==> src/rtl/ac97_dma_arb_if.sv <==
// DMA request/acknowledge bus between the AC97 channel scheduler and the system DMA engine.
interface ac97_dma_arb_if #(
  parameter int unsigned CH_W = 4
) ();
  logic            dma_req;
  logic [CH_W-1:0] dma_ch;
  logic            dma_last;
  logic            dma_ack;

  modport master (output dma_req, output dma_ch, output dma_last, input dma_ack);
  modport slave  (input dma_req, input dma_ch, input dma_last, output dma_ack);
endinterface

==> src/rtl/ac97_dma_arb.sv <==
// Round-robin scheduler sharing one DMA engine across the nine AC97 FIFO channels.
// Optional macro AC97_DMA_IN_PRIO_EN: capture channels [6..8] get strict priority over playback.
module ac97_dma_arb #(
  parameter int unsigned NCH      = 9,
  parameter int unsigned CH_W     = 4,
  parameter int unsigned TOUT_CYC = 255,
  parameter int unsigned TOUT_W   = 8
) (
  input  logic            clk,
  input  logic            rst,
  input  logic [NCH-1:0]  ch_req,
  input  logic [NCH-1:0]  ch_en,
  input  logic [3:0]      burst_len,
  ac97_dma_arb_if.master  dma,
  output logic [NCH-1:0]  ch_grant,
  output logic            busy,
  output logic            tout_err,
  output logic [CH_W-1:0] tout_ch
);

  localparam int unsigned LEN_W = 4;
  localparam int unsigned IN_LO = 6;

  typedef enum logic [1:0] {IDLE = 2'd0, XFER = 2'd1, GAP = 2'd2} state_t;

  state_t            state, state_nxt;
  logic [CH_W-1:0]   win, win_nxt;
  logic [LEN_W-1:0]  beats_m1, beats_m1_nxt;
  logic [LEN_W-1:0]  beat_cnt, beat_cnt_nxt;
  logic [TOUT_W-1:0] wait_cnt, wait_cnt_nxt;
  logic              req_q, req_nxt;
  logic              last_q, last_nxt;
  logic [NCH-1:0]    ch_grant_nxt;
  logic              busy_nxt;
  logic              tout_err_nxt;
  logic [CH_W-1:0]   tout_ch_nxt;

  logic [NCH-1:0]    elig;
  logic [CH_W:0]     pick;
  logic              ack_last;
  logic              trunc;
  logic              tout_hit;
  logic              xfer_exit;

`ifdef AC97_DMA_IN_PRIO_EN
  logic [CH_W-1:0]   in_ptr, in_ptr_nxt;
  logic [CH_W-1:0]   out_ptr, out_ptr_nxt;
`else
  logic [CH_W-1:0]   rr_ptr, rr_ptr_nxt;
`endif

  // First requesting channel at or above ptr within [lo..hi], wrapping; MSB flags a hit.
  function automatic logic [CH_W:0] rr_pick(input logic [NCH-1:0] req, input int lo,
                                            input int hi, input logic [CH_W-1:0] ptr);
    logic [CH_W:0] res;
    int            span;
    int            idx;
    res  = '0;
    span = hi - lo + 1;
    for (int k = NCH - 1; k >= 0; k--) begin
      idx = lo + ((int'(ptr) - lo + k) % span);
      if (req[idx[CH_W-1:0]]) res = {1'b1, idx[CH_W-1:0]};
    end
    return res;
  endfunction

  assign dma.dma_req  = req_q;
  assign dma.dma_ch   = win;
  assign dma.dma_last = last_q;

  always_comb begin : pick_comb
    elig = ch_req & ch_en;
`ifdef AC97_DMA_IN_PRIO_EN
    if (|elig[NCH-1:IN_LO]) pick = rr_pick(elig, IN_LO, NCH - 1, in_ptr);
    else                    pick = rr_pick(elig, 0, IN_LO - 1, out_ptr);
`else
    pick = rr_pick(elig, 0, NCH - 1, rr_ptr);
`endif
  end

  // Burst exit conditions; truncation outranks timeout, completion outranks both.
  always_comb begin : exit_comb
    ack_last  = dma.dma_ack && last_q;
    trunc     = !(ch_req[win] && ch_en[win]);
    tout_hit  = !dma.dma_ack && !trunc && (wait_cnt == TOUT_W'(TOUT_CYC - 1));
    xfer_exit = ack_last || trunc || tout_hit;
  end

  always_ff @(posedge clk or negedge rst) begin : state_reg
    if (!rst) begin
      state    <= IDLE;
      win      <= '0;
      beats_m1 <= '0;
      beat_cnt <= '0;
      wait_cnt <= '0;
      req_q    <= 1'b0;
      last_q   <= 1'b0;
      ch_grant <= '0;
      busy     <= 1'b0;
      tout_err <= 1'b0;
      tout_ch  <= '0;
`ifdef AC97_DMA_IN_PRIO_EN
      in_ptr   <= CH_W'(IN_LO);
      out_ptr  <= '0;
`else
      rr_ptr   <= '0;
`endif
    end else begin
      state    <= state_nxt;
      win      <= win_nxt;
      beats_m1 <= beats_m1_nxt;
      beat_cnt <= beat_cnt_nxt;
      wait_cnt <= wait_cnt_nxt;
      req_q    <= req_nxt;
      last_q   <= last_nxt;
      ch_grant <= ch_grant_nxt;
      busy     <= busy_nxt;
      tout_err <= tout_err_nxt;
      tout_ch  <= tout_ch_nxt;
`ifdef AC97_DMA_IN_PRIO_EN
      in_ptr   <= in_ptr_nxt;
      out_ptr  <= out_ptr_nxt;
`else
      rr_ptr   <= rr_ptr_nxt;
`endif
    end
  end

  always_comb begin : next_state_comb
    state_nxt = state;
    case (state)
      IDLE:    if (pick[CH_W]) state_nxt = XFER;
      XFER:    if (xfer_exit) state_nxt = GAP;
      GAP:     state_nxt = IDLE;
      default: state_nxt = IDLE;
    endcase
  end

  always_comb begin : output_comb
    win_nxt      = win;
    beats_m1_nxt = beats_m1;
    beat_cnt_nxt = beat_cnt;
    wait_cnt_nxt = wait_cnt;
    req_nxt      = 1'b0;
    last_nxt     = 1'b0;
    ch_grant_nxt = '0;
    busy_nxt     = (state_nxt != IDLE);
    tout_err_nxt = 1'b0;
    tout_ch_nxt  = tout_ch;
`ifdef AC97_DMA_IN_PRIO_EN
    in_ptr_nxt   = in_ptr;
    out_ptr_nxt  = out_ptr;
`else
    rr_ptr_nxt   = rr_ptr;
`endif
    case (state)
      IDLE: begin
        if (pick[CH_W]) begin
          win_nxt      = pick[CH_W-1:0];
          beats_m1_nxt = burst_len;
          beat_cnt_nxt = '0;
          wait_cnt_nxt = '0;
          req_nxt      = 1'b1;
          last_nxt     = (burst_len == '0);
          ch_grant_nxt = NCH'(1) << pick[CH_W-1:0];
        end
      end
      XFER: begin
        if (xfer_exit) begin
`ifdef AC97_DMA_IN_PRIO_EN
          if (win >= CH_W'(IN_LO))
            in_ptr_nxt = (win == CH_W'(NCH - 1)) ? CH_W'(IN_LO) : win + CH_W'(1);
          else
            out_ptr_nxt = (win == CH_W'(IN_LO - 1)) ? '0 : win + CH_W'(1);
`else
          rr_ptr_nxt = (win == CH_W'(NCH - 1)) ? '0 : win + CH_W'(1);
`endif
          if (tout_hit) begin
            tout_err_nxt = 1'b1;
            tout_ch_nxt  = win;
          end
        end else begin
          req_nxt      = 1'b1;
          ch_grant_nxt = NCH'(1) << win;
          if (dma.dma_ack) begin
            beat_cnt_nxt = beat_cnt + LEN_W'(1);
            wait_cnt_nxt = '0;
            last_nxt     = ((beat_cnt + LEN_W'(1)) == beats_m1);
          end else begin
            wait_cnt_nxt = wait_cnt + TOUT_W'(1);
            last_nxt     = last_q;
          end
        end
      end
      default: ;
    endcase
  end

endmodule

==> src/flat_wrapper.sv <==
// flat-port wrapper written by rule: the top's interface ports become plain ports
module ac97_dma_arb_flat 
#(
  parameter int unsigned NCH      = 9,
  parameter int unsigned CH_W     = 4,
  parameter int unsigned TOUT_CYC = 255,
  parameter int unsigned TOUT_W   = 8
)
  (clk, rst, ch_req, ch_en, burst_len, ch_grant, busy, tout_err, tout_ch, dma_dma_req, dma_dma_ch, dma_dma_last, dma_dma_ack);
  ac97_dma_arb_if #(.CH_W(CH_W)) dma_i ();
  input  logic clk;
  input  logic rst;
  input  logic [NCH-1:0] ch_req;
  input  logic [NCH-1:0] ch_en;
  input  logic [3:0] burst_len;
  output logic [NCH-1:0] ch_grant;
  output logic busy;
  output logic tout_err;
  output logic [CH_W-1:0] tout_ch;
  output wire logic [$bits(dma_i.dma_req)-1:0] dma_dma_req;
  output wire logic [$bits(dma_i.dma_ch)-1:0] dma_dma_ch;
  output wire logic [$bits(dma_i.dma_last)-1:0] dma_dma_last;
  input wire logic [$bits(dma_i.dma_ack)-1:0] dma_dma_ack;
  assign dma_dma_req = dma_i.dma_req;
  assign dma_dma_ch = dma_i.dma_ch;
  assign dma_dma_last = dma_i.dma_last;
  assign dma_i.dma_ack = dma_dma_ack;
  ac97_dma_arb #(.NCH(NCH), .CH_W(CH_W), .TOUT_CYC(TOUT_CYC), .TOUT_W(TOUT_W)) u_core (.clk(clk), .rst(rst), .ch_req(ch_req), .ch_en(ch_en), .burst_len(burst_len), .dma(dma_i), .ch_grant(ch_grant), .busy(busy), .tout_err(tout_err), .tout_ch(tout_ch));
endmodule
==> config.mk <==
export PLATFORM = sky130hd
export DESIGN_NAME = ac97_dma_arb_flat
export DESIGN_NICKNAME = d
export VERILOG_FILES = /design/src/rtl/ac97_dma_arb_if.sv /design/src/rtl/ac97_dma_arb.sv /design/src/flat_wrapper.sv
export SDC_FILE = /design/constraint.sdc
export NUM_CORES = 1
export LEC_CHECK = 0
export CELL_PAD_IN_SITES_DETAIL_PLACEMENT = 0
export CELL_PAD_IN_SITES_GLOBAL_PLACEMENT = 2
export CORE_UTILIZATION = 25
export CTS_CLUSTER_SIZE = 28
export DETAILED_ROUTE_END_ITERATION = 12
export PLACE_DENSITY_LB_ADDON = 0.1
export REMOVE_ABC_BUFFERS = 1
export SETUP_SLACK_MARGIN = 0.1
export SYNTH_ARGS = -nofsm -noshare
export SYNTH_HDL_FRONTEND = slang
export SYNTH_SLANG_ARGS = --single-unit
==> constraint.sdc <==
create_clock -name clk -period 16.3 [get_ports clk]
set_input_delay 2.445 -clock clk [delete_from_list [all_inputs] [get_ports clk]]
set_output_delay 2.445 -clock clk [all_outputs]
set_load 0.005 [all_outputs]
==> impl_summary.md <==
Place
The count of buffers added on input and output ports is 45. Summing all placed instances gives a cell area of around 8000 µm². After legalization and detailed placement, the total HPWL measured approximately 23,000 µm. The congestion estimate from routability-driven global placement came to a little under 0.9.

GRT
The met2 global-route usage is 0.345. The total overflow left after global routing is 0. The met3 track demand over resource in global routing is 0.0292. The global router's overall resource usage is 0.199.

The layer with the highest usage is met2. Entering global routing, the biggest net connects 44 pins. The wire length of the first global-routing pass is around 44,000 µm. The via count of the first global-routing pass is 7,185. In the global route stage, met1 resource usage came out at 0.256. The number of antenna violations at the first check in global routing is 1.

Drt
The final route contains 7,202 vias. Once detail routing completed, the nets flagged for antenna violations numbered 0. The detailed-route vias per instance is approximately 5.5.

After detailed routing, the number of remaining DRC violations is 0. The wire length reported by the detailed router is 28,600 µm. Before antenna repair, the detailed router went through 5 iterations. The DRC marker count from the first detailed-route iteration is 432. Dividing the detail-routed wire length by the instance count gives 21.8 µm.

Critical path
By instance count, the cell type seen most on the critical path is sky130_fd_sc_hd__ha_1. The delay of the slowest critical-path stage is ~0.75 ns. In this run the worst path has a maximum fanout of 19. Data arrives at the worst endpoint at approximately 7.4 ns. The endpoint type of the worst setup path is a flop. The critical setup path kind is reg2reg. The cell with the biggest individual delay on the critical path is sky130_fd_sc_hd__ha_1.

Grouping stages by cell kind, the critical path spends the most delay in compound AO/OA/AOI/OAI gates. Counting both buffers and inverters, the worst setup path holds a total of 5. Traced cell by cell, the critical path runs through buf_4 -> inv_2 -> ha_1 -> buf_4 -> clkinv_1 -> ha_1 -> or2_2 -> nor2_1 -> a21boi_4 -> xnor2_1 -> inv_1 -> ha_1 -> nor2b_1 -> o21ai_0 -> a21oi_2 -> a211o_1 -> a32o_1 -> o21ai_2 -> or4_1 -> nand3_1 -> a21oi_1 -> o31a_1 -> o41a_1 -> a22o_1. The data required time at the worst endpoint is between 15 and 20 ns.

STA classifies the critical path startpoint as a flop.

Layout
Of the cells placed in the final design, the portion with a size suffix greater than 1 is 0.100. Once layout is done, the placed cells without fillers occupy 8140 µm². The relative area change from synthesis to final layout is 13.4%. The repair_antennas step left the layout with diodes totalling 0. At the end of the flow, the number of nets in the layout was between 1,000 and 1,500. The register with the most flip-flops in the layout has 9 of them. In the final layout, the registers with the most flip-flops are u_core.ch_grant: 9 flops, u_core.wait_cnt: 8 flops. The register with the most flip-flops is u_core.ch_grant.

Timing
The final hold violation count came to 0. The setup violation total in the final timing report is 0. The final critical path time including I/O delays and setup is about 7 ns. In this run the tightest slew margin relative to its limit is 0.303.

The largest clock skew in the final design is ~0.0073 ns. The maximum clock frequency is approximately 140 MHz. The share of the cycle needed by the critical path after routing is 0.442.

Setup repair after global routing left no endpoint under its margin. The number of max-slew violations in the final report is 0. The actual slew at the worst max-slew pin is ~1.0 ns. In the final timing run, aggregate negative setup slack is 0 ns.

Synthesis
The most used flip-flop cell after synthesis is sky130_fd_sc_hd__dfrtp_1. The Yosys step of the flow raised 0 warnings. Counting instances in the post-synthesis netlist gives the leading cell types as sky130_fd_sc_hd__nor2_1 (79), sky130_fd_sc_hd__nand2_1 (67), sky130_fd_sc_hd__ha_1 (54). The most common cell in the synthesized netlist is sky130_fd_sc_hd__nor2_1. A synthesized cell averages between 7 and 8 µm². Synthesis handed over a netlist of slightly above 900 instances. sky130_fd_sc_hd__dfrtp_1 takes more of the synthesized area than any other cell. The proportion of register bits with asynchronous set or reset after synthesis is 1.00.

The synthesized design contains 43 register bits. The register area share after synthesis is 0.150. By area the synthesized netlist is led by sky130_fd_sc_hd__dfrtp_1 (15%), sky130_fd_sc_hd__ha_1 (9.4%), sky130_fd_sc_hd__nor2_1 (4.1%), sky130_fd_sc_hd__xnor2_1 (3.8%), sky130_fd_sc_hd__a21oi_1 (3.6%).

The fraction of post-synthesis cell area in the top cell type by area is 0.150. The post-synth design cell area is between 7000 and 8000 µm². The number of different library cells used by synthesis comes to between 90 and 100.

The count of flip-flops with a built-in enable after synthesis is 0.

Die
For this configuration, the core starts out at a cell density of 0.256. The floorplan step set the die width to 172 µm. After floorplanning, the core was sized to cover 28,000 µm². For this design the top-level I/O count stands at 46.

The die covers between 20,000 and 30,000 µm². The die is 172 µm tall. Row generation in the floorplan step produced about 60 rows.

Run
Max-cap violations in this run came to 0.

Clocking
The level count of the clock H-tree is 2. The cell sitting at the root of the clock tree is a sky130_fd_sc_hd__clkbuf_16. Counting every sink on the clock net gives 43. Buffers added to address setup during post-CTS repair amount to 0. TritonCTS built the clock tree. The clock latency on the worst-skew pair is ~0.29 ns. The number of buffers on the longest clock path is 2. Clock-pin slew was measured on the worst setup and hold paths at about 0.060 ns. The number of clock buffers added by TritonCTS is 5. The number of gates resized after cts is 0. The number of buffers added to fix hold violations after cts is 0.

Run status
The flow ran to the end, and the final reports show no timing, DRC or antenna violations.

Hold path
The class of the worst hold path is reg2reg.
cells in the final DEF, fill, tap and decap left out, types with 24 or more instances in the layout:
master,Yosys,final
sky130_fd_sc_hd__o21ai_0,42,42
sky130_fd_sc_hd__a21oi_1,52,52
sky130_fd_sc_hd__o211ai_1,24,24
sky130_fd_sc_hd__nand2b_1,25,25
sky130_fd_sc_hd__nor2_1,79,79
sky130_fd_sc_hd__a211oi_1,27,27
sky130_fd_sc_hd__nand3_1,24,24
sky130_fd_sc_hd__inv_1,39,39
sky130_fd_sc_hd__xnor2_1,31,31
sky130_fd_sc_hd__clkdlybuf4s50_1,0,44
sky130_fd_sc_hd__dfrtp_1,43,42
sky130_fd_sc_hd__nand2_1,67,67
sky130_fd_sc_hd__ha_1,54,54
worst min-delay path, delay by kind of cell (launching register included):
kind | cells | cell delay [ns]
AND/OR/NAND/NOR | 1 | 0.05
flip-flops | 1 | 0.34
AO/OA/AOI/OAI | 1 | 0.06
kinds of logic after synthesis:
group,count (synthesis),share of synthesized area
muxes,46,0.0857
DFF,43,0.150
AOI/OAI and AO/OA,317,0.324
xor gates and xnor gates,37,0.0524
adders and majority gates,54,0.0940
buffers and inverters,86,0.0519
and+or+nand+nor,332,0.242
final timing paths:
path	endpoint	slack, ns	cells past startpoint	from
worst min register to register	u_core.tout_ch[2]$_DFFE_PN0P_	0.48	2	u_core.tout_ch[2]$_DFFE_PN0P_
worst max-delay path	u_core.ch_grant[2]$_DFF_PN0_	9.09	24	u_core.rr_ptr[1]$_DFFE_PN0P_
worst min-delay path	u_core.tout_ch[2]$_DFFE_PN0P_	0.48	2	u_core.tout_ch[2]$_DFFE_PN0P_
min in group asynchronous	u_core.ch_grant[5]$_DFF_PN0_	2.34	1	rst
max in group asynchronous	u_core.rr_ptr[0]$_DFFE_PN0P_	13.25	1	rst
worst max register to register	u_core.ch_grant[2]$_DFF_PN0_	9.09	24	u_core.rr_ptr[1]$_DFFE_PN0P_
layer usage:
layer	vias to the layer above	routed length [µm]
li1	3511	-
met1	3528	13000
met2	125	14000
met3	38	1090
met4	0	568
met5	-	0
area by class of cell:
class	count	area [µm²]
clock buffer	7	133
clock inverter	1	30.0
fill	3080	19900
inverter	44	168
multi-input combinational	786	5740
sequential	43	1080
tap	378	473
timing repair buffer	56	528
stage by stage:
step	setup WS, ns	utilization	cells	hold slack (ns)
6_report	9.09	0.291	1315	0.484
4_1_cts	9.01	0.291	1315	0.492
2_1_floorplan	9.11	-	873	0.470
5_1_grt	8.54	0.291	1315	0.527
3_3_place_gp	9.06	0.285	1307	0.465
3_5_place_dp	9.02	0.285	1307	0.478
Power is not shown: default switching activity piles up to over one toggle a cycle in this logic, so the estimate is an artifact.
